File: src/rtl/uart_rx_oversampled.sv
// uart_rx_oversampled: 16x-oversampled UART receiver with framing check and break hold-off
module uart_rx_oversampled #(
  parameter int DBIT    = 8,
  parameter int SB_TICK = 16
) (
  input  logic            clk,
  input  logic            reset,
  input  logic            rx,
  input  logic            s_tick,
  output logic [DBIT-1:0] dout,
  output logic            rx_done_tick,
  output logic            framing_err,
  output logic            busy
);
  localparam int SW = (SB_TICK > 16) ? $clog2(SB_TICK) : 4;
  localparam int NW = $clog2(DBIT);
  localparam logic [2:0] IDLE  = 3'd0;
  localparam logic [2:0] START = 3'd1;
  localparam logic [2:0] DATA  = 3'd2;
  localparam logic [2:0] STOP  = 3'd3;
  localparam logic [2:0] BRK   = 3'd4;
  localparam logic [SW-1:0] S_MID  = SW'(7);
  localparam logic [SW-1:0] S_END  = SW'(15);
  localparam logic [SW-1:0] S_STOP = SW'(SB_TICK - 1);
  localparam logic [NW-1:0] N_LAST = NW'(DBIT - 1);

  logic [1:0]      sync_q;
  logic            rx_s;
  logic [2:0]      state_q, state_d;
  logic [SW-1:0]   s_q, s_d;
  logic [NW-1:0]   n_q, n_d;
  logic [DBIT-1:0] b_q, b_d;
  logic [DBIT-1:0] dout_q, dout_d;
  logic            stop_q, stop_d;
  logic            stop_now;
  logic            done_q, done_d;
  logic            ferr_q, ferr_d;

  assign rx_s     = sync_q[1];
  // the stop sample may coincide with the final stop tick when SB_TICK is 8
  assign stop_now = (s_q == S_MID) ? rx_s : stop_q;

  // two-flop synchroniser for the asynchronous line, idles high
  always_ff @(posedge clk or negedge reset)
    if (!reset) sync_q <= 2'b11;
    else        sync_q <= {sync_q[0], rx};

  // frame sequencing: counters only move on oversampling ticks
  always_comb begin
    state_d = state_q;
    s_d     = s_q;
    n_d     = n_q;
    b_d     = b_q;
    dout_d  = dout_q;
    stop_d  = stop_q;
    ferr_d  = ferr_q;
    done_d  = 1'b0;
    case (state_q)
      IDLE:
        if (!rx_s) begin
          state_d = START;
          s_d     = '0;
        end
      START:
        if (s_tick) begin
          if (s_q == S_MID) begin
            state_d = rx_s ? IDLE : DATA;
            s_d     = '0;
            n_d     = '0;
          end else s_d = s_q + 1'b1;
        end
      DATA:
        if (s_tick) begin
          if (s_q == S_END) begin
            s_d     = '0;
            b_d     = {rx_s, b_q[DBIT-1:1]};
            state_d = (n_q == N_LAST) ? STOP : DATA;
            n_d     = (n_q == N_LAST) ? n_q : n_q + 1'b1;
          end else s_d = s_q + 1'b1;
        end
      STOP:
        if (s_tick) begin
          stop_d = stop_now;
          if (s_q == S_STOP) begin
            dout_d  = b_q;
            ferr_d  = ~stop_now;
            done_d  = 1'b1;
            s_d     = '0;
            state_d = stop_now ? IDLE : BRK;
          end else s_d = s_q + 1'b1;
        end
      BRK:
        if (rx_s) state_d = IDLE;
      default: state_d = IDLE;
    endcase
  end

  // state, counters and held outputs
  always_ff @(posedge clk or negedge reset)
    if (!reset) begin
      state_q <= IDLE;
      s_q     <= '0;
      n_q     <= '0;
      b_q     <= '0;
      dout_q  <= '0;
      stop_q  <= 1'b0;
      done_q  <= 1'b0;
      ferr_q  <= 1'b0;
    end else begin
      state_q <= state_d;
      s_q     <= s_d;
      n_q     <= n_d;
      b_q     <= b_d;
      dout_q  <= dout_d;
      stop_q  <= stop_d;
      done_q  <= done_d;
      ferr_q  <= ferr_d;
    end

  assign dout         = dout_q;
  assign rx_done_tick = done_q;
  assign framing_err  = ferr_q;
  assign busy         = state_q != IDLE;
endmodule

File: config.mk
export PLATFORM = sky130hd
export DESIGN_NAME = uart_rx_oversampled
export DESIGN_NICKNAME = d
export VERILOG_FILES = /design/src/rtl/uart_rx_oversampled.sv
export SDC_FILE = /design/constraint.sdc
export NUM_CORES = 1
export LEC_CHECK = 0
export CAP_MARGIN = 25
export CORE_UTILIZATION = 45
export DETAILED_ROUTE_END_ITERATION = 12
export PLACE_DENSITY = 0.71
export SLEW_MARGIN = 20
export SYNTH_ARGS = -nofsm -noshare
export SYNTH_HDL_FRONTEND = slang
export SYNTH_SLANG_ARGS = --single-unit
File: constraint.sdc
create_clock -name clk -period 3.9 [get_ports clk]
set_input_delay 1.17 -clock clk [delete_from_list [all_inputs] [get_ports clk]]
set_output_delay 1.17 -clock clk [all_outputs]
set_load 0.05 [all_outputs]
-- After elaboration in Yosys (flattened, before gate mapping)
Cells that the tools add are included.
- bits in registers: 31
- latch bits: 0
- input bits: 4
- ROM bits: 0
- memory bits (writable): 0
- output and inout port bits: 11
- memories: 0
- div/mod/pow operators: 0
- bitwise gates (word level): 1
- reductions and logical operators: 11
- equal/unequal tests: 17
- $mul: 0
- order comparisons: 0
- add/sub/neg operators: 2
- shift-type cells: 0
- multiplexer cells: 28
- operators by type and width (operator ; number):
    two-way mux 3 bit ; 14
    two-way mux 4 bit ; 5
    != test 2 bit, second input constant ; 9
    one-hot mux 3 bit (5 select lines) ; 1
    one-hot mux 4 bit (3 select lines) ; 1
    AND reduction 8 bit ; 1
    equality test 3 x 2 -> 1 bit, second input constant ; 2
    equality test 3 bit, second input constant ; 2
    one-hot mux 3 bit (2 select lines) ; 1
    AND reduction 3 bit ; 2
    AND reduction 6 bit ; 1
    nonzero test 3 bit ; 2
    two-way mux 1 bit ; 5
    adder 4 x 1 -> 4 bit, second input constant ; 1
    equality test 4 x 3 -> 1 bit, second input constant ; 1
    equality test 4 bit, second input constant ; 1
    AND reduction 4 bit ; 1
    adder 3 x 1 -> 3 bit, second input constant ; 1
    equality test 3 x 1 -> 1 bit, second input constant ; 1
    zero test 3 bit ; 1
    two-way mux 2 bit ; 1
    != test 2 x 1 -> 1 bit, second input constant ; 1
    AND reduction 2 bit ; 1
    nonzero test 2 bit ; 1
    other kinds (2) ; 2

-- Logic depth before layout (Yosys ltp)
- depth after elaboration: 6
- gate-level depth with buffers: 6
- mapped depth without buffers: 5

-- Worst setup path before layout
No wires, ideal clock.
- path kind: input -> register
- start point: input s_tick
- end point: register b_q[0]
- arrival time: 2.100 ns
- required time: 3.775 ns
- path slack: 1.675 ns
- path buffers: 0
- stages on the path: 3
- cell sequence: and4b_2 > nor3b_4 > mux2_2
- longest elaborated chain between the ends: 1
- RTL lines (item ; RTL line ; RTL):
    start, declared ; 9 ; input logic s_tick,
    AND reduction 3 bit (no source line) ; -- ;
    end signal, assigned ; 104 ; b_q <= '0;
    end signal, assigned ; 113 ; b_q <= b_d;
    end, declared ; 32 ; logic [DBIT-1:0] b_q, b_d;
No other way between the ends.
A chain may end at the register's enable or synchronous reset.

-- Worst setup path in the final report
- start point: register state_q[1]
- end point: output busy
- longest elaborated chain between the ends: 1
- RTL lines (item ; RTL line ; RTL):
    start, declared ; 29 ; logic [2:0] state_q, state_d;
    start signal, assigned ; 110 ; state_q <= state_d;
    nonzero test 3 bit ; 123 ; assign busy = state_q != IDLE;
    end, declared ; 13 ; output logic busy
No other way between the ends.

==> flow_metrics.tcl <==
set metrics [dict create \
    cts.clk_slew.worst_paths_ns 0.10 \
    whs_path_depth 0 \
    intPower_w 0.0005653 \
    synth-seq-cells 31 \
    grt_max_degree 32 \
    rows 19 \
    nets 132 \
    finalCritPeriodShare_pct 81.15 \
    drtAntennaViolNets 0 \
    relSlewSlack_pct 67.06 \
    pwr-share-comb_pct 18.5 \
    die_y_um 57 \
    crit_required_ns 2.73 \
    cp-end-kind "output port" \
    synthMuxAreaShare_pct 16.36 \
    cts_tree "done" \
    synth_top_family_by_area "multiplexers" \
    min_period_ns 3.165 \
    syn_inst 106 \
    areaGrowthSynthToFinish_pct 18.11 \
    p_switching_w 0.0002445 \
    synth-xor-area-share_pct 0.6434 \
    rr_worst_depth 4 \
    start_kind "flop" \
    synthTopCellsByArea "dfrtp_1, mux2_2, dfstp_2" \
    seqPwrFrac_pct 49.3 \
    wire_per_inst_um 13.96 \
    path_max_fanout 12 \
    drt-initial-drc-count 9 \
    layout_common_cells "dfrtp_1, mux2_2, clkdlybuf4s50_1" \
    synth_top_cell_by_area "dfrtp_1" \
    setup_tns_ns 0 \
    synthAdderAreaFrac_pct 2.757 \
    post_dp_cell_area_sq_mm 0.001521 \
    drv_slew 0 \
    cts-buffers-inserted 5 \
    skew_ns 0.01769 \
    p_per_area_mw_per_mm2 503.7 \
    leakage_nw 0.7916 \
    core_area_sq_mm 0.002805 \
    die-area_sq_mm 0.003249 \
    clkLatencyLatePin_ns 0.33 \
    netlist.area_leader.share_pct 53.31 \
    synth-async-reset-ratio_pct 100.0 \
    gp_congestion 0.7689 \
    irDropWorstVdd_uv 341.5 \
    cts_resized 0 \
    io-pin-count 15 \
    initial_utilization_pct 48.53 \
    fillCellCount 240 \
    synth_area_per_cell_sq_um 12.84 \
    rsz0062_at_grt "false" \
    layout_commonest_cell "dfrtp_1" \
    holdCritPathClass "reg -> reg" \
    synthFlopType "dfrtp_1" \
    outcome "complete, no violations" \
    dpl.hpwl_um 1559 \
    dp.cells 149 \
    dr.pass1.iters 4 \
    synth_edf_count 0 \
    yosysSeqAreaShare_pct 57.17 \
    clockBufferDepth 2 \
    mappedNetlistArea_sq_mm 0.001361 \
    critical_path_class "reg -> out" \
    grt-ovfl-total 0 \
    maxCapViolCount 0 \
    ys_warn_count 0 \
    worst_pin_slew_ns 0.4925 \
    synth.distinct_cells 32 \
    grt_pass1_vias 906 \
    final-setup-viol-count 0 \
    post-place-ws_ns 0.9301 \
    fin_ws_ns 0.7350 \
    routed_wl_um 2192 \
    clockPowerShare_pct 32.2 \
    drc_errors 0 \
    cts_hold_buf 0 \
    layout-drive-gt1-share_pct 27.78 \
    grt_pass1_wl_um 3946 \
    via_per_inst 5.586 \
    syn_nets 113 \
    final_cells 157 \
    power_w 0.0008098 \
    hold_viol_final 0 \
    io_buffers 14 \
    cts.sinks 31 \
    antenna_cells 0 \
    track_usage_pct 16.46 \
    synth_compound_area_share_pct 8.272 \
    post_cts.repair.setup_buffers 0 \
    synth_simple_gate_area_share_pct 11.21 \
    ctsRootBufferMaster "clkbuf_4" \
    die_w_um 57 \
    cp.arrival_ns 2.00 \
    swShare_pct 30.19 \
    cts_max_level 2 \
    fin_area_sq_mm 0.001608 \
    fmax_mhz 316.0 \
    num_vias 877 \
    antenna_found_initial 0 \
]
-- worst max-delay path, stage by stage, from the launching register on --
cell and delay [ns]:
dfrtp_1 0.60, nor2_1 0.17, nand2_1 0.10, clkdlybuf4s50_1 0.79
-- power groups by stage --
stage                     Clock (W)  Sequential, W  Combinational [W]
after detailed placement          0       0.000404           0.000150
final                      0.000261       0.000399           0.000150
after floorplan                   0       0.000378           0.000136
after CTS                  0.000270       0.000398           0.000150
after global routing       0.000285       0.000407           0.000170
after global placement            0       0.000400           0.000144
-- synthesized netlist by cell type, types with 2 or more instances --
cell type   n
nor3_1      2
dfrtp_1    29
nand3_1     2
inv_1       6
ha_1        3
mux2_2     18
dfstp_2     2
mux2i_1     2
o21ai_0     4
nand2_1     8
a21oi_1     3
o22ai_1     3
nor2_1      3
a22o_1      2
a31oi_1     2
-- registers in the layout, summed over array words and instances (netlist names) --
register and count:
b_q 8, dout 8, framing_err 1, n_q 3
rx_done_tick 1, s_q 4, state_q 3, stop_q 1
sync_q 2
-- final timing paths --
path / from / to / slack [ns]
worst min-delay path: sync_q[0] / sync_q[1] / 0.36
max in group asynchronous: reset / sync_q[0] / 2.37
min in group asynchronous: reset / state_q[0] / 1.22
worst min register to register: sync_q[0] / sync_q[1] / 0.36
worst max register to register: s_q[0] / b_q[5] / 2.13
worst max-delay path: state_q[1] / busy / 0.73
-- final cells by class --
| class | count | area [sq um] | area share [%] |
|---|---|---|---|
| flip-flops and latches | 31 | 778.2 | 48.40 |
| multi-input cells | 66 | 534.3 | 33.23 |
| repair buffers | 15 | 147.6 | 9.183 |
| clock buffers | 6 | 51.30 | 3.191 |
| well taps | 31 | 38.79 | 2.412 |
| clock inverters | 2 | 35.03 | 2.179 |
| inverters | 6 | 22.52 | 1.401 |
-- cell families (layout without fill, tap and decap cells) --
family          count (synthesis)  count (layout)
flops                          31              31
simple gates                   25              25
mux                            20              20
compound gates                 17              17
buf+inv                         9              29
fa+ha+maj                       3               3
xor+xnor                        1               1
-- per-stage QoR --
stage,hold WS [ns],utilization (%)
2_1_floorplan,0.3452,-
5_1_grt,0.3641,57.31
3_5_place_dp,0.3533,54.24
6_report,0.3635,57.31
4_1_cts,0.3712,57.31
3_3_place_gp,0.3468,54.24
-- per-layer routing --
layer | global-route usage, % | vias up | share of wire (%)
li1 | - | 422 | -
met1 | 19.03 | 421 | 44
met2 | 26.22 | 29 | 48
met3 | 6.803 | 5 | 6.2
met4 | 8.711 | 0 | 2.1
met5 | 0 | - | 0
Power figures use the tool's default switching activity.
